[src/rtl/aes_pkg.sv]
// -----------------------------------------------------------------------------
// aes_pkg
// Shared constants and types for the AES IV/counter register.
//   SP2V_HIGH / SP2V_LOW : the two legal codes of a 3-bit sparse write enable
//   NumSlicesCtr         : number of 16-bit slices in the 128-bit IV
//   SliceSizeCtr         : bits per slice
//   aes_iv_reg_state_e   : sparse FSM state encodings (pairwise distance >= 3)
// -----------------------------------------------------------------------------
package aes_pkg;

   localparam int Sp2VWidth    = 3;
   localparam int NumSlicesCtr = 8;
   localparam int SliceSizeCtr = 16;
   localparam int IvWidth      = NumSlicesCtr * SliceSizeCtr;

   localparam logic [Sp2VWidth-1:0] SP2V_HIGH = 3'b011;
   localparam logic [Sp2VWidth-1:0] SP2V_LOW  = 3'b100;

   // Minimum pairwise Hamming distance between these codes is 3, so a
   // single or double upset cannot turn one legal state into another.
   typedef enum logic [4:0] {
      IV_IDLE  = 5'b01110,
      IV_CLEAR = 5'b11101,
      IV_ACK   = 5'b00011,
      IV_ERROR = 5'b10000
   } aes_iv_reg_state_e;

   function automatic logic sp2v_valid(input logic [Sp2VWidth-1:0] code);
      return (code == SP2V_HIGH) || (code == SP2V_LOW);
   endfunction

endpackage

[src/rtl/aes_iv_slice.sv]
// -----------------------------------------------------------------------------
// aes_iv_slice
// One 16-bit slice of the IV plus its "written by software" flag.
// Write priority: clear (prd) > counter update > software write.
// A software strobe sets the flag even when the counter wins the data mux.
// Ports:
//   clk, rst        clock, synchronous active-high reset
//   clr             load prd_data and drop the flag
//   ctr_we, ctr_data  counter update (already decoded from sparse form)
//   sw_we, sw_data    software write
//   prd_data        pseudo-random clear value
//   data            registered slice value
//   written         registered written flag
// -----------------------------------------------------------------------------
module aes_iv_slice
   import aes_pkg::*;
(
   input  logic                    clk,
   input  logic                    rst,
   input  logic                    clr,
   input  logic                    ctr_we,
   input  logic [SliceSizeCtr-1:0] ctr_data,
   input  logic                    sw_we,
   input  logic [SliceSizeCtr-1:0] sw_data,
   input  logic [SliceSizeCtr-1:0] prd_data,
   output logic [SliceSizeCtr-1:0] data,
   output logic                    written
);

   always_ff @(posedge clk) begin
      if (rst) begin
         data    <= '0;
         written <= 1'b0;
      end else begin
         if (clr) begin
            data <= prd_data;
         end else if (ctr_we) begin
            data <= ctr_data;
         end else if (sw_we) begin
            data <= sw_data;
         end

         if (clr) begin
            written <= 1'b0;
         end else if (sw_we) begin
            written <= 1'b1;
         end
      end
   end

endmodule

[src/rtl/aes_iv_reg.sv]
// -----------------------------------------------------------------------------
// aes_iv_reg
// 128-bit IV/counter register for the AES core, built from eight 16-bit
// slices. Accepts counter updates (sparse per-slice enables), software writes
// and pseudo-random clear requests; raises a sticky fatal alert on any
// illegal sparse enable code.
// Ports:
//   clk_i, rst_i        clock, synchronous active-high reset
//   sw_data_i, sw_we_i  software write data / per-slice strobes
//   ctr_i, ctr_we_i     counter value / sparse per-slice enables (3 bits each)
//   clear_i, prd_i      clear request (level, held until ack) / random data
//   clear_ack_o         one-cycle clear acknowledge
//   iv_o                registered IV
//   iv_valid_o          all slices written by software since clear/reset
//   alert_o             fatal alert, sticky until reset
//
// state    | meaning
// ---------+-----------------------------------------------------------
// IV_IDLE  | normal operation: counter and software writes applied
// IV_CLEAR | load all slices from prd_i, drop written flags
// IV_ACK   | pulse clear_ack_o, writes ignored
// IV_ERROR | terminal: alert_o high, everything frozen until reset
// -----------------------------------------------------------------------------
module aes_iv_reg
   import aes_pkg::*;
(
   input  logic                             clk_i,
   input  logic                             rst_i,
   input  logic [IvWidth-1:0]               sw_data_i,
   input  logic [NumSlicesCtr-1:0]          sw_we_i,
   input  logic [IvWidth-1:0]               ctr_i,
   input  logic [NumSlicesCtr*Sp2VWidth-1:0] ctr_we_i,
   input  logic                             clear_i,
   input  logic [IvWidth-1:0]               prd_i,
   output logic                             clear_ack_o,
   output logic [IvWidth-1:0]               iv_o,
   output logic                             iv_valid_o,
   output logic                             alert_o
);

   aes_iv_reg_state_e state_q, state_d;

   logic                    sp2v_err;
   logic                    wr_allow;
   logic                    clr_slices;
   logic [NumSlicesCtr-1:0] ctr_we_dec;
   logic [NumSlicesCtr-1:0] sw_we_gated;
   logic [NumSlicesCtr-1:0] written;

   // Sparse enable check runs regardless of state.
   always_comb begin
      sp2v_err   = 1'b0;
      ctr_we_dec = '0;
      for (int k = 0; k < NumSlicesCtr; k++) begin
         if (!sp2v_valid(ctr_we_i[Sp2VWidth*k +: Sp2VWidth])) begin
            sp2v_err = 1'b1;
         end
         ctr_we_dec[k] = (ctr_we_i[Sp2VWidth*k +: Sp2VWidth] == SP2V_HIGH);
      end
   end

   always_ff @(posedge clk_i) begin
      if (rst_i) begin
         state_q <= IV_IDLE;
      end else begin
         state_q <= state_d;
      end
   end

   always_comb begin
      state_d = state_q;
      case (state_q)
         IV_IDLE:  state_d = clear_i ? IV_CLEAR : IV_IDLE;
         IV_CLEAR: state_d = IV_ACK;
         IV_ACK:   state_d = IV_IDLE;
         IV_ERROR: state_d = IV_ERROR;
         default:  state_d = IV_ERROR;
      endcase
      if (sp2v_err) begin
         state_d = IV_ERROR;
      end
   end

   // An illegal code anywhere suppresses every write in that cycle, even to
   // slices whose own enable was legal.
   always_comb begin
      wr_allow    = (state_q == IV_IDLE)  && !sp2v_err;
      clr_slices  = (state_q == IV_CLEAR) && !sp2v_err;
      clear_ack_o = (state_q == IV_ACK);
      alert_o     = (state_q == IV_ERROR);
      sw_we_gated = wr_allow ? sw_we_i    : '0;
   end

   for (genvar k = 0; k < NumSlicesCtr; k++) begin : g_slice
      aes_iv_slice u_slice (
         .clk      (clk_i),
         .rst      (rst_i),
         .clr      (clr_slices),
         .ctr_we   (wr_allow & ctr_we_dec[k]),
         .ctr_data (ctr_i[SliceSizeCtr*k +: SliceSizeCtr]),
         .sw_we    (sw_we_gated[k]),
         .sw_data  (sw_data_i[SliceSizeCtr*k +: SliceSizeCtr]),
         .prd_data (prd_i[SliceSizeCtr*k +: SliceSizeCtr]),
         .data     (iv_o[SliceSizeCtr*k +: SliceSizeCtr]),
         .written  (written[k])
      );
   end

   assign iv_valid_o = &written;

endmodule
[config.mk]
export PLATFORM = sky130hd
export DESIGN_NAME = aes_iv_reg
export DESIGN_NICKNAME = d
export VERILOG_FILES = /design/src/rtl/aes_pkg.sv /design/src/rtl/aes_iv_slice.sv /design/src/rtl/aes_iv_reg.sv
export SDC_FILE = /design/constraint.sdc
export NUM_CORES = 1
export LEC_CHECK = 0
export CELL_PAD_IN_SITES_DETAIL_PLACEMENT = 1
export CELL_PAD_IN_SITES_GLOBAL_PLACEMENT = 2
export CORE_ASPECT_RATIO = 1.25
export CORE_MARGIN = 4
export CORE_UTILIZATION = 16
export CTS_CLUSTER_DIAMETER = 200
export DETAILED_ROUTE_END_ITERATION = 6
export PLACE_DENSITY_LB_ADDON = 0.1
export SYNTH_ARGS = -nofsm -noshare
export SYNTH_HDL_FRONTEND = slang
export SYNTH_SLANG_ARGS = --single-unit
export TNS_END_PERCENT = 5
[constraint.sdc]
create_clock -name clk_i -period 2.6 [get_ports clk_i]
set_clock_uncertainty 0.05 [all_clocks]
set_input_delay 0.78 -clock clk_i [delete_from_list [all_inputs] [get_ports clk_i]]
set_output_delay 0.78 -clock clk_i [all_outputs]
set_load 0.01 [all_outputs]
Word level (Yosys, flattened, before mapping). Cells that the tools add are included.

Bits in registers: 141. Latch bits: 0. Bits in writable memories: 0. ROM bits: 0. Input bits: 419. Output and inout bits: 131. Logic and storage cells: 104. Memories: 0.

$add $sub $neg: 0. Multipliers: 0. Divide/modulo/power cells: 0. $lt $le $gt $ge: 0. Equal/unequal tests: 20. Shifts and indexed selects: 0. Muxes and demuxes: 36. Bitwise gates (word level): 8. Reduce and logical (&&, ||, !) cells: 22.

Operators with widths (number): $mux W16 (24); $eq A3 B2 Y1 const B (8); $eq A3 B3 Y1 const B (8); $reduce_bool A3 Y1 (8); $pmux W5 S3 (1); $eq A5 B5 Y1 const B (2); $mux W5 (2); $and A1 B1 Y1 (8); $logic_or A1 B1 Y1 (8); $mux W1 (8); $mux W8 (1); $reduce_and A8 Y1 (1); $eq A5 B2 Y1 const B (1); $eq A5 B4 Y1 const B (1); $reduce_or A2 Y1 (2); $logic_and A1 B1 Y1 (2); $logic_not A1 Y1 (1).

Longest topological paths before layout.
Depth after elaboration: 16. Mapped depth: 10. Gate-level depth less buffers: 6.

Hierarchy. From an unflattened synthesis, not the netlist that was laid out.

Cell total of the unflattened synthesis: 708. Area, all modules: 7499.7 um^2.

Modules (own cells, without submodules): aes_iv_slice (instances 8, cells an instance 79, area an instance 862.1 um^2, sequential area each 340.3 um^2); aes_iv_reg (instances 1, cells an instance 76, area an instance 603.1 um^2, sequential area each 80.1 um^2).

Least setup slack after synthesis. No wires, ideal clock.

Kind: input -> register. From: input ctr_we_i[15]. To: register g_slice[7].u_slice.data[10]. Library setup time: 0.127 ns. Arrival: 2.419 ns. Required time: 2.423 ns. Slack: 0.004 ns. Stages on the path: 9. Buffers on the path: 3. Cell sequence: or3b_1 -> a22oi_2 -> and3_1 -> buf_4 -> and3_1 -> buf_4 -> buf_6 -> mux2i_1 -> o21ai_1.

Cells in the longest elaborated chain, start to end: 10. Elaborated cells between the ends (all ways): 14. Those cells by class: 2 x eq/ne; 6 x mux; 1 x bitwise; 5 x reduce/logical.

RTL lines: start, declared (line aes_iv_reg.sv:32) `input logic [NumSlicesCtr*Sp2VWidth-1:0] ctr_we_i,`; $eq A3 B2 Y1 or $eq A3 B3 Y1 (tied branches) (line aes_pkg.sv:29) `return (code == SP2V_HIGH) || (code == SP2V_LOW);`; $logic_or A1 B1 Y1 * (line aes_pkg.sv:29); $mux W1 * (3 in series) (line aes_iv_reg.sv:55) `if (!sp2v_valid(ctr_we_i[Sp2VWidth*k +: Sp2VWidth])) begin`; $logic_not A1 Y1 * (line aes_iv_reg.sv:87, aes_iv_reg.sv:88); $logic_and A1 B1 Y1 (line aes_iv_reg.sv:87) `wr_allow = (state_q == IV_IDLE) && !sp2v_err;`; $and A1 B1 Y1 (line aes_iv_reg.sv:99) `.ctr_we (wr_allow & ctr_we_dec[k]),`; $mux W16 (line aes_iv_slice.sv:37) `end else if (ctr_we) begin`; $mux W16 (line aes_iv_slice.sv:35) `if (clr) begin`; end signal, assigned (line aes_iv_slice.sv:36) `data <= prd_data;`; end signal, assigned (line aes_iv_slice.sv:38) `data <= ctr_data;`; end signal, assigned (line aes_iv_slice.sv:40) `data <= sw_data;`; end, declared (line aes_iv_slice.sv:26) `output logic [SliceSizeCtr-1:0] data,`.

Every way passes the cells marked *; elsewhere a longest branch is shown, timed or not. A chain may end at the register's enable or synchronous reset.

Worst setup path in the final report.
From: input ctr_we_i[20]. To: register g_slice[0].u_slice.data[7].

Cells in the longest elaborated chain, start to end: 9. Elaborated cells between the ends (all ways): 13. Those cells by class: 2 x eq/ne; 5 x mux; 1 x bitwise; 5 x reduce/logical.

RTL lines (line): $eq A3 B2 Y1 or $eq A3 B3 Y1 (tied branches) (aes_pkg.sv:29); $logic_or A1 B1 Y1 * (aes_pkg.sv:29); $mux W1 * (2 in series) (aes_iv_reg.sv:55); $logic_not A1 Y1 * (aes_iv_reg.sv:87, aes_iv_reg.sv:88); $logic_and A1 B1 Y1 (aes_iv_reg.sv:87); $and A1 B1 Y1 (aes_iv_reg.sv:99); $mux W16 (aes_iv_slice.sv:37); $mux W16 (aes_iv_slice.sv:35); end signal, assigned (aes_iv_slice.sv:36); end signal, assigned (aes_iv_slice.sv:38); end signal, assigned (aes_iv_slice.sv:40); end, declared (aes_iv_slice.sv:26).

Marks and branches as above.

==> flow_metrics.env <==
export IMPL_ys_seq_area_share_pct=39.47
export IMPL_first_iter_violations=184
export IMPL_path_delay_family="buffers and inverters"
export IMPL_viasPerCell=4.252
export IMPL_switching_share_pct=24.36
export IMPL_intPower_uw=4235
export IMPL_wl_per_cell_microns=21.57
export IMPL_power_density_mw_per_mm2=372.5
export IMPL_min_from="g_slice[0].u_slice.data[1]$_SDFFE_PP0P_"
export IMPL_yosys_warnings=0
export IMPL_vias=7977
export IMPL_postPlaceCellArea_sq_mm=0.01373
export IMPL_min_period_over_period_pct=96.32
export IMPL_synth_common_cells="140 x dfxtp_1, 128 x mux2i_1, 98 x a21o_1, 96 x o2bb2ai_1, 36 x nand2_1"
export IMPL_syn_cell_area_sq_mm=0.007101
export IMPL_path_buf_inv=3
export IMPL_rows=86
export IMPL_max_stage_delay_ps=500
export IMPL_firstDrtPassIters=4
export IMPL_numCtsBuffers=17
export IMPL_grt_antenna_before_repair=5
export IMPL_startpoint_type="input port"
export IMPL_syn_avg_cell_area_sq_um=10.06
export IMPL_ys_flop_type="dfxtp_1"
export IMPL_netlist_instances=706
export IMPL_status="completed"
export IMPL_syn_nets=1125
export IMPL_end_kind="flip-flop"
export IMPL_ys_async_sr_fraction_pct=0
export IMPL_track_usage_pct=15.84
export IMPL_die_w_microns=196.4
export IMPL_h_tree_depth=4
export IMPL_slowest_stage="clkdlybuf4s50_1"
export IMPL_fin_nets=1706
export IMPL_start_util_pct=16.13
export IMPL_power_switching_uw=1364
export IMPL_rsz0062_at_grt="false"
export IMPL_crit_arrival_ps=2770
export IMPL_cts_hold_buffers=0
export IMPL_stdcell_area_sq_mm=0.01503
export IMPL_postRouteAntennaNets=0
export IMPL_max_cap_violations=0
export IMPL_timing_rr_start="state_q[4]$_SDFF_PP0_"
export IMPL_drv_slew=0
export IMPL_ys_ff_latch=140
export IMPL_hold_depth=2
export IMPL_synth_top_area_share_pct=39.47
export IMPL_yosysUniqueCellTypes=40
export IMPL_grt_pass1_wl_microns=56490
export IMPL_dieArea_sq_mm=0.04783
export IMPL_seqPwrFrac_pct=38.4
export IMPL_tightest_slew_ps=888.0
export IMPL_core_area_sq_mm=0.04401
export IMPL_cts_sinks=140
export IMPL_cts_max_path_buffers=2
export IMPL_fmax_mhz=399.3
export IMPL_critPathKind="in -> reg"
export IMPL_grt_overflow=0
export IMPL_hpwl_microns=32170
export IMPL_grt_pass1_vias=8518
export IMPL_regToRegSetupSlack_ps=370
export IMPL_areaGrowthSynthToFinish_pct=111.7
export IMPL_clkPwrFrac_pct=43.6
export IMPL_drc=0
export IMPL_gp_congestion=0.7463
export IMPL_rr_worst_depth=8
export IMPL_hold_violations=0
export IMPL_synth_area_top_cells="dfxtp_1 39%, mux2i_1 18%, o2bb2ai_1 12%, a21o_1 10%, nand2_1 1.9%"
export IMPL_synth_top_area_cell="dfxtp_1"
export IMPL_die_height_microns=243.5
export IMPL_irDropWorstVdd_mv=0.4341
export IMPL_yosysMostFrequentCell="dfxtp_1"
export IMPL_hold_end="g_slice[0].u_slice.data[1]$_SDFFE_PP0P_"
export IMPL_layout_cells_non_filler=1876
export IMPL_worstPathRequired_ps=2870
export IMPL_slew_headroom_pct=40.18
export IMPL_drive_gt1_share_pct=11.54
export IMPL_place_inst=1829
export IMPL_rr_endpoint="g_slice[0].u_slice.data[7]$_SDFFE_PP0P_"
export IMPL_drt_total_wl_microns=40470
export IMPL_portBuffers=549
export IMPL_cp_cell_sequence="clkdlybuf4s50_1, and3b_2, o22a_4, buf_4, and3_4, nand4b_1, buf_6, a2bb2oi_1, nand2_1"
export IMPL_final_setup_viol_count=0
export IMPL_min_period_ps=2504
export IMPL_io_pins=550
export IMPL_setup_tns_ps=0
export IMPL_hold_class="reg -> reg"
export IMPL_root_buffer="clkbuf_16"
export IMPL_synth_edf_count=0
export IMPL_cts_reportedPaths_clkPinSlew_ps=70
export IMPL_leakage_uw=0.006827
export IMPL_grt_max_degree=32
export IMPL_cts_tree="done"
export IMPL_clock_latency_ps=430
export IMPL_cp_max_fo=16
export IMPL_combPwrFrac_pct=18.0
-- worst max-delay path by stage --
stage / start / to / slack (ps) / depth (start not counted)
after floorplan: ctr_we_i[15] / g_slice[7].u_slice.data[10]$_SDFFE_PP0P_ / 4 / 9
after global placement: ctr_we_i[17] / g_slice[1].u_slice.data[10]$_SDFFE_PP0P_ / -710 / 9
after detailed placement: ctr_we_i[17] / g_slice[2].u_slice.data[15]$_SDFFE_PP0P_ / -780 / 9
after CTS: ctr_we_i[17] / g_slice[6].u_slice.data[8]$_SDFFE_PP0P_ / -60 / 11
after global routing: state_q[4]$_SDFF_PP0_ / alert_o / 0.04 / 3
final: ctr_we_i[20] / g_slice[0].u_slice.data[7]$_SDFFE_PP0P_ / 100 / 9
-- worst min-delay path: cells and delay by family (launching register included) --
family,cells,cell delay [ps]
DFF,1,310
and+or+nand+nor,2,90
-- kinds of logic after synthesis --
family / synth area share, %
DFF: 39.47
AOI/OAI and AO/OA: 28.88
buffers and inverters: 3.771
and+or+nand+nor: 9.833
muxes: 18.04
-- through the flow --
stage | hold slack, ps | utilization [%] | total power (uW) | setup WS, ps
CTS | 390.8 | 33.02 | 5726 | -60.87
global route | 410.7 | 34.14 | 5867 | 0.03975
global placement | 377.1 | 31.20 | 3189 | -711.7
finish | 387.6 | 34.16 | 5599 | 95.60
floorplan | 386.4 | - | 2406 | 3.622
detailed placement | 382.7 | 31.20 | 3191 | -776.7
-- state kept, by name (all words and copies together), names as in the netlist --
name and flops:
state_q 4, g_slice.u_slice.written 8, g_slice.u_slice.data 128
-- power by group through the flow --
stage	Combinational, uW	Clock, uW	Sequential (uW)
after floorplan	209	0	2200
after global placement	990	0	2200
after detailed placement	993	0	2200
after CTS	1000	2570	2150
after global routing	1080	2640	2150
final	1010	2440	2150
-- layout make-up --
class	instances	area [sq um]
diodes	4	10.01
fillers	4936	28980
flip-flops and latches	140	2803
inverters	3	11.26
repair buffers	618	6482
well taps	572	715.7
clock inverters	11	111.4
clock buffers	21	460.4
multi-input cells	507	4438
-- metal layers --
layer	track usage, %	routed length [microns]	vias to the layer above
li1	-	-	3878
met5	0	13	-
met1	16.41	14930	3769
met2	29.78	21550	301
met3	5.781	3313	27
met4	4.334	671	2
-- cells in the final DEF, fill, tap and decap left out, types with 9 or more instances in the layout --
master / instances
buf_12: 22
a21oi_1: 10
dfxtp_1: 140
mux2i_1: 122
clkbuf_16: 21
o2bb2ai_2: 15
nor2_1: 17
nand2_1: 34
clkdlybuf4s50_1: 541
a22oi_1: 16
o21ai_1: 13
a2bb2oi_1: 11
a21o_1: 98
buf_4: 27
buf_6: 9
o2bb2ai_1: 73
-- timing repair --
action | 4_1_cts | 5_1_grt
endpoints found under the setup margin | 123 | 128
pin swaps | 2 | 15
resized for setup | 41 | 67
cloned | 3 | 5
buffers inserted | 3 | 0
Note: power is estimated with default switching activity, not from simulation.
